### src/rtl/spi_pkg.sv
// Shared constants and FSM encoding for the 24-bit SPI responder.
package spi_pkg;

  localparam int unsigned SPI_FRAME_BITS  = 24;
  localparam int unsigned SPI_SYNC_STAGES = 2;
  localparam int unsigned SPI_CNT_W       = 5;

  typedef enum logic [1:0] {
    ST_IDLE  = 2'd0,
    ST_SHIFT = 2'd1,
    ST_DONE  = 2'd2
  } spi_state_e;

endpackage

### src/rtl/spi_slave_if.sv
// SPI pins plus the local-side word interface of the responder.
interface spi_slave_if;
  import spi_pkg::*;

  logic                      SCK;
  logic                      CS;
  logic                      MOSI;
  logic                      MISO;
  logic [SPI_FRAME_BITS-1:0] tx_data;
  logic [SPI_FRAME_BITS-1:0] rx_data;
  logic                      rx_valid;
  logic                      frame_error;
  logic                      busy;

  modport slave (
    input  SCK, CS, MOSI, tx_data,
    output MISO, rx_data, rx_valid, frame_error, busy
  );

  modport master (
    output SCK, CS, MOSI, tx_data,
    input  MISO, rx_data, rx_valid, frame_error, busy
  );

endinterface

### src/rtl/spi_sync_edge.sv
// N-flop synchronizer with a history flop and registered rise/fall strobes.
module spi_sync_edge #(
  parameter int unsigned STAGES  = 2,
  parameter logic        RST_VAL = 1'b0
) (
  input  logic clock,
  input  logic reset,
  input  logic d,
  output logic sync,
  output logic rise,
  output logic fall
);

  logic [STAGES-1:0] stage_q;
  logic              hist_q;
  logic              rise_q;
  logic              fall_q;
  logic              last;

  assign last = stage_q[STAGES-1];

  // The history flop doubles as the aligned level output, so sync, rise and
  // fall all describe the same sample.
  always_ff @(posedge clock) begin
    if (reset) begin
      stage_q <= {STAGES{RST_VAL}};
      hist_q  <= RST_VAL;
      rise_q  <= 1'b0;
      fall_q  <= 1'b0;
    end else begin
      stage_q <= {stage_q[STAGES-2:0], d};
      hist_q  <= last;
      rise_q  <= last & ~hist_q;
      fall_q  <= ~last & hist_q;
    end
  end

  assign sync = hist_q;
  assign rise = rise_q;
  assign fall = fall_q;

endmodule

### src/rtl/spi_slave.sv
// SPI responder: oversamples SCK/CS/MOSI, captures one word per CS frame and
// returns a preloaded word on MISO, MSB first.
module spi_slave
  import spi_pkg::*;
#(
  parameter int unsigned DATA_WIDTH  = SPI_FRAME_BITS,
  parameter int unsigned SYNC_STAGES = SPI_SYNC_STAGES
) (
  input  logic        clock,
  input  logic        reset,
  spi_slave_if.slave  bus
);

  localparam logic [SPI_CNT_W-1:0] LAST_BIT = SPI_CNT_W'(DATA_WIDTH - 1);

  logic sck_rise, cs_sync, cs_rise, cs_fall, mosi_sync;
  logic sck_sync_unused, sck_fall_unused, mosi_rise_unused, mosi_fall_unused;

  spi_sync_edge #(.STAGES(SYNC_STAGES), .RST_VAL(1'b1)) u_sync_sck (
    .clock (clock),
    .reset (reset),
    .d     (bus.SCK),
    .sync  (sck_sync_unused),
    .rise  (sck_rise),
    .fall  (sck_fall_unused)
  );

  spi_sync_edge #(.STAGES(SYNC_STAGES), .RST_VAL(1'b1)) u_sync_cs (
    .clock (clock),
    .reset (reset),
    .d     (bus.CS),
    .sync  (cs_sync),
    .rise  (cs_rise),
    .fall  (cs_fall)
  );

  spi_sync_edge #(.STAGES(SYNC_STAGES), .RST_VAL(1'b0)) u_sync_mosi (
    .clock (clock),
    .reset (reset),
    .d     (bus.MOSI),
    .sync  (mosi_sync),
    .rise  (mosi_rise_unused),
    .fall  (mosi_fall_unused)
  );

  spi_state_e              state_q;
  logic [DATA_WIDTH-2:0]   tx_shift_q, tx_shift_d;
  logic [DATA_WIDTH-2:0]   rx_shift_q, rx_shift_d;
  logic [DATA_WIDTH-1:0]   rx_word_d;
  logic [DATA_WIDTH-1:0]   rx_data_q;
  logic [SPI_CNT_W-1:0]    bit_cnt_q, bit_cnt_d;
  logic                    miso_q, rx_valid_q, frame_error_q, busy_q;

  // MISO is the registered head of the reply word, so each shifter only keeps
  // the DATA_WIDTH-1 bits behind it; the received word completes with MOSI.
  always_comb begin
    tx_shift_d = {tx_shift_q[DATA_WIDTH-3:0], 1'b0};
    rx_shift_d = {rx_shift_q[DATA_WIDTH-3:0], mosi_sync};
    rx_word_d  = {rx_shift_q, mosi_sync};
    bit_cnt_d  = bit_cnt_q + 1'b1;
  end

  always_ff @(posedge clock) begin
    if (reset) begin
      state_q       <= ST_IDLE;
      tx_shift_q    <= '0;
      rx_shift_q    <= '0;
      rx_data_q     <= '0;
      bit_cnt_q     <= '0;
      miso_q        <= 1'b0;
      rx_valid_q    <= 1'b0;
      frame_error_q <= 1'b0;
      busy_q        <= 1'b0;
    end else begin
      rx_valid_q    <= 1'b0;
      frame_error_q <= 1'b0;
      case (state_q)
        ST_IDLE: begin
          miso_q <= 1'b0;
          busy_q <= 1'b0;
          if (cs_rise) begin
            tx_shift_q <= bus.tx_data[DATA_WIDTH-2:0];
            miso_q     <= bus.tx_data[DATA_WIDTH-1];
            bit_cnt_q  <= '0;
            busy_q     <= 1'b1;
            state_q    <= ST_SHIFT;
          end
        end
        ST_SHIFT: begin
          // A CS fall in the same cycle as an SCK rise discards that edge.
          if (cs_fall) begin
            frame_error_q <= 1'b1;
            busy_q        <= 1'b0;
            miso_q        <= 1'b0;
            state_q       <= ST_IDLE;
          end else if (sck_rise && cs_sync) begin
            rx_shift_q <= rx_shift_d;
            tx_shift_q <= tx_shift_d;
            bit_cnt_q  <= bit_cnt_d;
            miso_q     <= tx_shift_q[DATA_WIDTH-2];
            if (bit_cnt_q == LAST_BIT) begin
              rx_data_q  <= rx_word_d;
              rx_valid_q <= 1'b1;
              miso_q     <= 1'b0;
              state_q    <= ST_DONE;
            end
          end
        end
        ST_DONE: begin
          miso_q <= 1'b0;
          if (cs_fall) begin
            busy_q  <= 1'b0;
            state_q <= ST_IDLE;
          end
        end
        default: begin
          miso_q  <= 1'b0;
          busy_q  <= 1'b0;
          state_q <= ST_IDLE;
        end
      endcase
    end
  end

  assign bus.MISO        = miso_q;
  assign bus.rx_data     = rx_data_q;
  assign bus.rx_valid    = rx_valid_q;
  assign bus.frame_error = frame_error_q;
  assign bus.busy        = busy_q;

endmodule
### src/flat_wrapper.sv
// flat-port wrapper written by rule: the top's interface ports become plain ports
module spi_slave_flat import spi_pkg::*;
#(
  parameter int unsigned DATA_WIDTH  = SPI_FRAME_BITS,
  parameter int unsigned SYNC_STAGES = SPI_SYNC_STAGES
)
  (clock, reset, bus_SCK, bus_CS, bus_MOSI, bus_tx_data, bus_MISO, bus_rx_data, bus_rx_valid, bus_frame_error, bus_busy);
  spi_slave_if bus_i ();
  input  logic clock;
  input  logic reset;
  input wire logic [$bits(bus_i.SCK)-1:0] bus_SCK;
  input wire logic [$bits(bus_i.CS)-1:0] bus_CS;
  input wire logic [$bits(bus_i.MOSI)-1:0] bus_MOSI;
  input wire logic [$bits(bus_i.tx_data)-1:0] bus_tx_data;
  output wire logic [$bits(bus_i.MISO)-1:0] bus_MISO;
  output wire logic [$bits(bus_i.rx_data)-1:0] bus_rx_data;
  output wire logic [$bits(bus_i.rx_valid)-1:0] bus_rx_valid;
  output wire logic [$bits(bus_i.frame_error)-1:0] bus_frame_error;
  output wire logic [$bits(bus_i.busy)-1:0] bus_busy;
  assign bus_i.SCK = bus_SCK;
  assign bus_i.CS = bus_CS;
  assign bus_i.MOSI = bus_MOSI;
  assign bus_i.tx_data = bus_tx_data;
  assign bus_MISO = bus_i.MISO;
  assign bus_rx_data = bus_i.rx_data;
  assign bus_rx_valid = bus_i.rx_valid;
  assign bus_frame_error = bus_i.frame_error;
  assign bus_busy = bus_i.busy;
  spi_slave #(.DATA_WIDTH(DATA_WIDTH), .SYNC_STAGES(SYNC_STAGES)) u_core (.clock(clock), .reset(reset), .bus(bus_i));
endmodule
### config.mk
export PLATFORM = sky130hd
export DESIGN_NAME = spi_slave_flat
export DESIGN_NICKNAME = d
export VERILOG_FILES = /design/src/rtl/spi_pkg.sv /design/src/rtl/spi_slave_if.sv /design/src/rtl/spi_sync_edge.sv /design/src/rtl/spi_slave.sv /design/src/flat_wrapper.sv
export SDC_FILE = /design/constraint.sdc
export NUM_CORES = 1
export LEC_CHECK = 0
export BUFFER_PORTS_ARGS = -buffer_cell sky130_fd_sc_hd__buf_2
export CAP_MARGIN = 20
export CORE_ASPECT_RATIO = 1.1
export CORE_MARGIN = 5
export CORE_UTILIZATION = 35
export DETAILED_ROUTE_END_ITERATION = 16
export PLACE_DENSITY = 0.61
export SETUP_SLACK_MARGIN = 0.5
export SLEW_MARGIN = 25
export SYNTH_ARGS = -nofsm -noshare
export SYNTH_HDL_FRONTEND = slang
export SYNTH_HIERARCHICAL = 1
export SYNTH_SLANG_ARGS = --single-unit
### constraint.sdc
create_clock -name clock -period 2.5 [get_ports clock]
set_clock_uncertainty 0.2 [all_clocks]
set_input_delay 0.5 -clock clock [delete_from_list [all_inputs] [get_ports clock]]
set_output_delay 0.5 -clock clock [all_outputs]
set_load 0.02 [all_outputs]
==> results of run 1 <==
-- layer usage --
metal  vias up  wire, um
met3        14       327
met5         -         0
met2        51      3300
li1       1443         -
met1      1270      3430
met4         0       159
-- sequential cells by signal, summed over array words and instances, names as in the netlist, 2 cells and up --
| signal | flops |
|---|---|
| u_core/bus.rx_data | 24 |
| u_core/tx_shift_q | 23 |
| u_core/rx_shift_q | 23 |
| u_core/u_sync_sck/stage_q | 2 |
| u_core/state_q | 2 |
| u_core/u_sync_mosi/stage_q | 2 |
| u_core/u_sync_cs/stage_q | 2 |
| u_core/bit_cnt_q | 5 |
-- layout make-up --
type	instances	share of cell area (%)
Clock buffer	9	5.04
Clock inverter	6	1.99
Inverter	7	0.588
Multi-Input combinational cell	271	36.6
Sequential cell	93	41.7
Tap cell	143	4.01
Timing Repair Buffer	69	10.1
-- how the worst min path moves through the flow --
| stage | start | endpoint | slack (ps) | cells past startpoint |
|---|---|---|---|---|
| 6_report | bus_SCK | u_core/u_sync_sck/stage_q[0]$_SDFF_PP1_ | 140 | 2 |
| 2_1_floorplan | u_core/u_sync_sck/sync$_SDFF_PP1_ | u_core/u_sync_sck/rise$_SDFF_PP0_ | 170 | 1 |
| 5_1_grt | bus_CS | u_core/u_sync_cs/stage_q[0]$_SDFF_PP1_ | 130 | 2 |
| 4_1_cts | bus_SCK | u_core/u_sync_sck/stage_q[0]$_SDFF_PP1_ | 130 | 2 |
| 3_5_place_dp | u_core/u_sync_sck/sync$_SDFF_PP1_ | u_core/u_sync_sck/rise$_SDFF_PP0_ | 180 | 1 |
| 3_3_place_gp | u_core/u_sync_sck/sync$_SDFF_PP1_ | u_core/u_sync_sck/rise$_SDFF_PP0_ | 180 | 1 |
-- worst max-delay path: stages, from the launching register on --
cell       delay, ps
dfxtp_1          320
inv_1            120
ha_2             290
and2b_4          260
a21oi_4           70
buf_4            150
clkbuf_16        160
a211oi_1         220
-- power by group through the flow --
stage / Sequential, mW / Clock, mW / Combinational [mW]
2_1_floorplan: 1.74 / 0 / 0.732
3_3_place_gp: 1.75 / 0 / 0.806
3_5_place_dp: 1.75 / 0 / 0.826
4_1_cts: 1.72 / 1.48 / 0.847
5_1_grt: 1.74 / 1.54 / 1.03
6_report: 1.72 / 1.42 / 0.939
-- metrics by stage --
stage | std cells | hold WS (ps) | util, % | total power, mW | cell area (um2)
4_1_cts | 594 | 130 | 42.3 | 4.05 | 4370
2_1_floorplan | 398 | 171 | - | 2.47 | 3680
3_5_place_dp | 579 | 183 | 39.1 | 2.58 | 4050
6_report | 598 | 144 | 43.2 | 4.08 | 4470
3_3_place_gp | 579 | 179 | 39.1 | 2.55 | 4050
5_1_grt | 598 | 134 | 43.2 | 4.30 | 4470
-- what timing repair did --
action,in CTS,in global routing
gates resized for setup,4,9
gates cloned,0,1
setup endpoints to repair,5,51
buffers inserted,0,3
hold buffers,0,0
==> results.sh, run 1 <==
export IMPL_status="completed"
export IMPL_layout_common_cells="nand2_1 (98), dfxtp_1 (93), buf_2 (55)"
export IMPL_relSlewSlack_pct=55.4
export IMPL_tns_ps=0
export IMPL_clkTransAtPathRegs_ps=60
export IMPL_drt_iter0_drc=98
export IMPL_grt_busiest_layer="met2"
export IMPL_hpwl_um=4760
export IMPL_combPwrFrac_pct=23.0
export IMPL_pwr_share_clk_pct=34.9
export IMPL_final_setup_viol_count=0
export IMPL_row_count=39
export IMPL_grt_met3_usage_pct=3.51
export IMPL_ant_nets=0
export IMPL_antenna_found_initial=0
export IMPL_arrival_ps=1930
export IMPL_die_y_um=117
export IMPL_period_share_pct=75.6
export IMPL_overflow=0
export IMPL_tightest_slew_ps=669
export IMPL_reg2reg_setup_slack_ps=610
export IMPL_cts_tree="done"
export IMPL_post_drt_wl_per_cell_um=12.1
export IMPL_worstPathMaxFanout=12
export IMPL_cts_buffers=9
export IMPL_port_buffers=56
export IMPL_syn2layout_area_growth_pct=21.5
export IMPL_required_ps=2540
export IMPL_path_class="flop to flop"
export IMPL_crit_path_start="u_core/state_q[1]$_SDFFE_PP0P_"
export IMPL_die_w_um=108
export IMPL_grtUsageMet2_pct=18.4
export IMPL_hold_viol=0
export IMPL_switching_share_pct=27.9
export IMPL_leakagePower_nw=1.63
export IMPL_power_switching_mw=1.14
export IMPL_maxClockFrequency_mhz=529
export IMPL_grt_total_usage_pct=11.7
export IMPL_dr_pass1_iters=4
export IMPL_drc=0
export IMPL_layout_drive_gt1_share_pct=24.6
export IMPL_nNetsFinal=484
export IMPL_io_pins=57
export IMPL_pre_cts_ws_ps=466
export IMPL_cts_root_buf="clkbuf_16"
export IMPL_start_util_pct=35.5
export IMPL_synthesis_nets=431
export IMPL_drv_cap=0
export IMPL_p_int_mw=2.94
export IMPL_synth_area_um2=3680
export IMPL_met1_usage_pct=14.5
export IMPL_regArea_um2=1860
export IMPL_timing_rr_end="u_core/tx_shift_q[21]$_SDFFE_PP0P_"
export IMPL_gp_congestion=0.705
export IMPL_critPathCaptureType="flop"
export IMPL_grt_max_degree=67
export IMPL_avgViaCountPerCell=4.65
export IMPL_syn_avg_cell_area_um2=9.24
export IMPL_clkSinkCount=93
export IMPL_final_common_cell="nand2_1"
export IMPL_wl_um=7220
export IMPL_grt_pass1_wl_um=12100
export IMPL_maxSlewViolCount=0
export IMPL_critPathLaunchType="flop"
export IMPL_crit_end="u_core/tx_shift_q[21]$_SDFFE_PP0P_"
export IMPL_nFillCells=1069
export IMPL_htreeDepth=3
export IMPL_diodes=0
export IMPL_timing_rr_start="u_core/state_q[1]$_SDFFE_PP0P_"
export IMPL_dieArea_um2=12700
export IMPL_seqPwrFrac_pct=42.1
export IMPL_multi_input_area_um2=1630
export IMPL_clkLatencyLatePin_ps=330
export IMPL_postSynthCellCount=398
export IMPL_p_per_area_nw_per_um2=914
export IMPL_peakVddDrop_v=0.000504
export IMPL_min_period_ps=1890
export IMPL_worstHoldPathType="input port to flop"
export IMPL_rsz0062_at_grt="true"
export IMPL_core_area_um2=10300
export IMPL_grt_pass1_vias=2698
export IMPL_reg2reg_depth=7
export IMPL_yosys_warnings=6
export IMPL_max_clock_path_buffers=2
export IMPL_fin_ws_ps=610
export IMPL_dr_total_vias=2778
Power figures use the tool's default switching activity.
==> run 2, diff against run 1 <==
Settings changed: ABC_AREA from default to 1.
Clock period 2.5 ns to 1.9 ns, I/O delays scaled along.
==> run 2 against run 1 <==
Net effect:
- first-iteration DRC count rose by 55%
- clock-buffer cell count rose by 1
- power rose by 16%
- sequential cell count did not move
- worst setup slack got worse by 360 ps
==> results.sh, run 2 <==
export IMPL_hold_viol=0
export IMPL_required_ps=1980
export IMPL_grt_pass1_vias=3234
export IMPL_gp_congestion=0.768
export IMPL_core_area_um2=10400
export IMPL_maxSlewViolCount=0
export IMPL_worstHoldPathType="input port to flop"
export IMPL_synth_area_um2=3730
export IMPL_largest_register_ff_count=24
export IMPL_grt_pass1_wl_um=15100
export IMPL_cpLargestDelayFamily="buffers and inverters"
export IMPL_hpwl_um=5440
export IMPL_worst_path_largest_cell_delay_ps=340
export IMPL_hold_buffers=0
export IMPL_drv_cap=0
export IMPL_post_drt_wl_per_cell_um=12.9
export IMPL_cts_root_buf="clkbuf_16"
export IMPL_die_w_um=108
export IMPL_start_util_pct=35.9
export IMPL_wl_um=9270
export IMPL_grt_max_degree=41
export IMPL_layout_drive_gt1_share_pct=33.0
export IMPL_diodes=0
export IMPL_synthesis_nets=535
export IMPL_min_period_ps=1650
export IMPL_rsz0062_at_grt="true"
export IMPL_drt_iter0_drc=152
export IMPL_nFillCells=1001
export IMPL_port_buffers=56
export IMPL_critPathLaunchType="flop"
export IMPL_layout_common_cells="nand2_1 (149), dfxtp_1 (62), nor2_1 (61)"
export IMPL_tightest_slew_ps=363
export IMPL_maxClockFrequency_mhz=604
export IMPL_p_per_area_nw_per_um2=915
export IMPL_avgViaCountPerCell=4.71
export IMPL_io_pins=57
export IMPL_grt_total_usage_pct=14.4
export IMPL_critPathCaptureType="flop"
export IMPL_reg2reg_depth=8
export IMPL_fin_util_pct=49.8
export IMPL_row_count=39
export IMPL_clkTransAtPathRegs_ps=70
export IMPL_arrival_ps=1730
export IMPL_total_power_mw=4.73
export IMPL_path_depth=8
export IMPL_worstPathMaxFanout=6
export IMPL_overflow=0
export IMPL_period_share_pct=87.1
export IMPL_final_setup_viol_count=0
export IMPL_hold_depth=2
export IMPL_dr_pass1_iters=5
export IMPL_cp_cell_sequence="inv_4 > ha_4 > inv_6 > o21ai_4 > clkbuf_16 > buf_8 > nand3_1 > a21oi_2"
export IMPL_drc=0
export IMPL_die_y_um=118
export IMPL_antenna_found_initial=0
export IMPL_hold_slack_ps=21.5
export IMPL_final_common_cell="nand2_1"
export IMPL_clkSinkCount=93
export IMPL_peakVddDrop_v=0.000678
export IMPL_critPathBufInv=4
export IMPL_cts_tree="done"
export IMPL_yosys_warnings=6
export IMPL_postSynthCellCount=502
export IMPL_tns_ps=0
export IMPL_clkLatencyLatePin_ps=340
export IMPL_ant_nets=0
export IMPL_syn2layout_area_growth_pct=38.7
export IMPL_relSlewSlack_pct=75.8
export IMPL_leakagePower_nw=2.26
export IMPL_dieArea_um2=12800
export IMPL_cts_buffers=9
export IMPL_syn_avg_cell_area_um2=7.43
export IMPL_path_class="flop to flop"
export IMPL_status="completed"
export IMPL_max_clock_path_buffers=2
export IMPL_nNetsFinal=604
export IMPL_cp_slowest_cell="dfxtp_2"
export IMPL_htreeDepth=3
export IMPL_dr_total_vias=3388
export IMPL_reg2reg_setup_slack_ps=250
==> run 2: cell type report <==
cell class              instances  area [um2]  area share, %
clock buffers                  10         229           4.43
clock inverters                 6        47.5          0.919
inverters                      28         125           2.42
multi-input cells             356        1890           36.4
flip-flops and latches         93        1900           36.8
well taps                     143         179           3.46
repair buffers                 81         791           15.3
repair inverters                2        13.8          0.266
==> run 2: stage by stage <==
step	cells	setup slack, ps	area (um2)
after CTS	711	268	4820
after detailed placement	684	113	4160
after floorplan	502	268	3800
after global placement	684	180	4160
final	719	246	5170
after global routing	719	167	5170
==> run 2: worst reg2reg max path, delay by kind of cell (launching register included) <==
kind / cells / cell delay [ps]
AOI/OAI and AO/OA: 2 / 340
adders and majority gates: 1 / 170
buffers and inverters: 4 / 480
DFF: 1 / 340
and+or+nand+nor: 1 / 80
==> run 2: per-layer routing <==
metal | vias to the layer above | global-route usage, % | part of all wire [%]
li1 | 1733 | - | -
met1 | 1578 | 17.8 | 44
met2 | 69 | 23.6 | 49
met3 | 8 | 4.53 | 5.7
met4 | 0 | 4.50 | 0.99
met5 | - | 0 | 0
==> run 2: what timing repair did <==
action | CTS | global route
hold endpoints to repair | 0 | 0
cloned | 3 | 5
endpoints found under the setup margin | 107 | 101
gates resized for setup | 97 | 69
setup buffers | 8 | 3
pin swaps | 9 | 25
==> run 2: final timing paths <==
check / start / to
worst max-delay path: u_core/state_q[1]$_SDFFE_PP0P_ / u_core/tx_shift_q[5]$_SDFFE_PP0P_
worst min-delay path: bus_SCK / u_core/u_sync_sck/stage_q[0]$_SDFF_PP1_
worst max register to register: u_core/state_q[1]$_SDFFE_PP0P_ / u_core/tx_shift_q[5]$_SDFFE_PP0P_
worst min register to register: u_core/u_sync_sck/sync$_SDFF_PP1_ / u_core/u_sync_sck/rise$_SDFF_PP0_
==> run 2: where the power goes <==
group          leakage, nW  internal, mW  switching [mW]
Sequential           0.768          2.02          0.0439
Clock                0.133         0.896           0.759
Combinational         1.36         0.463           0.550
Total                 2.26          3.38            1.35
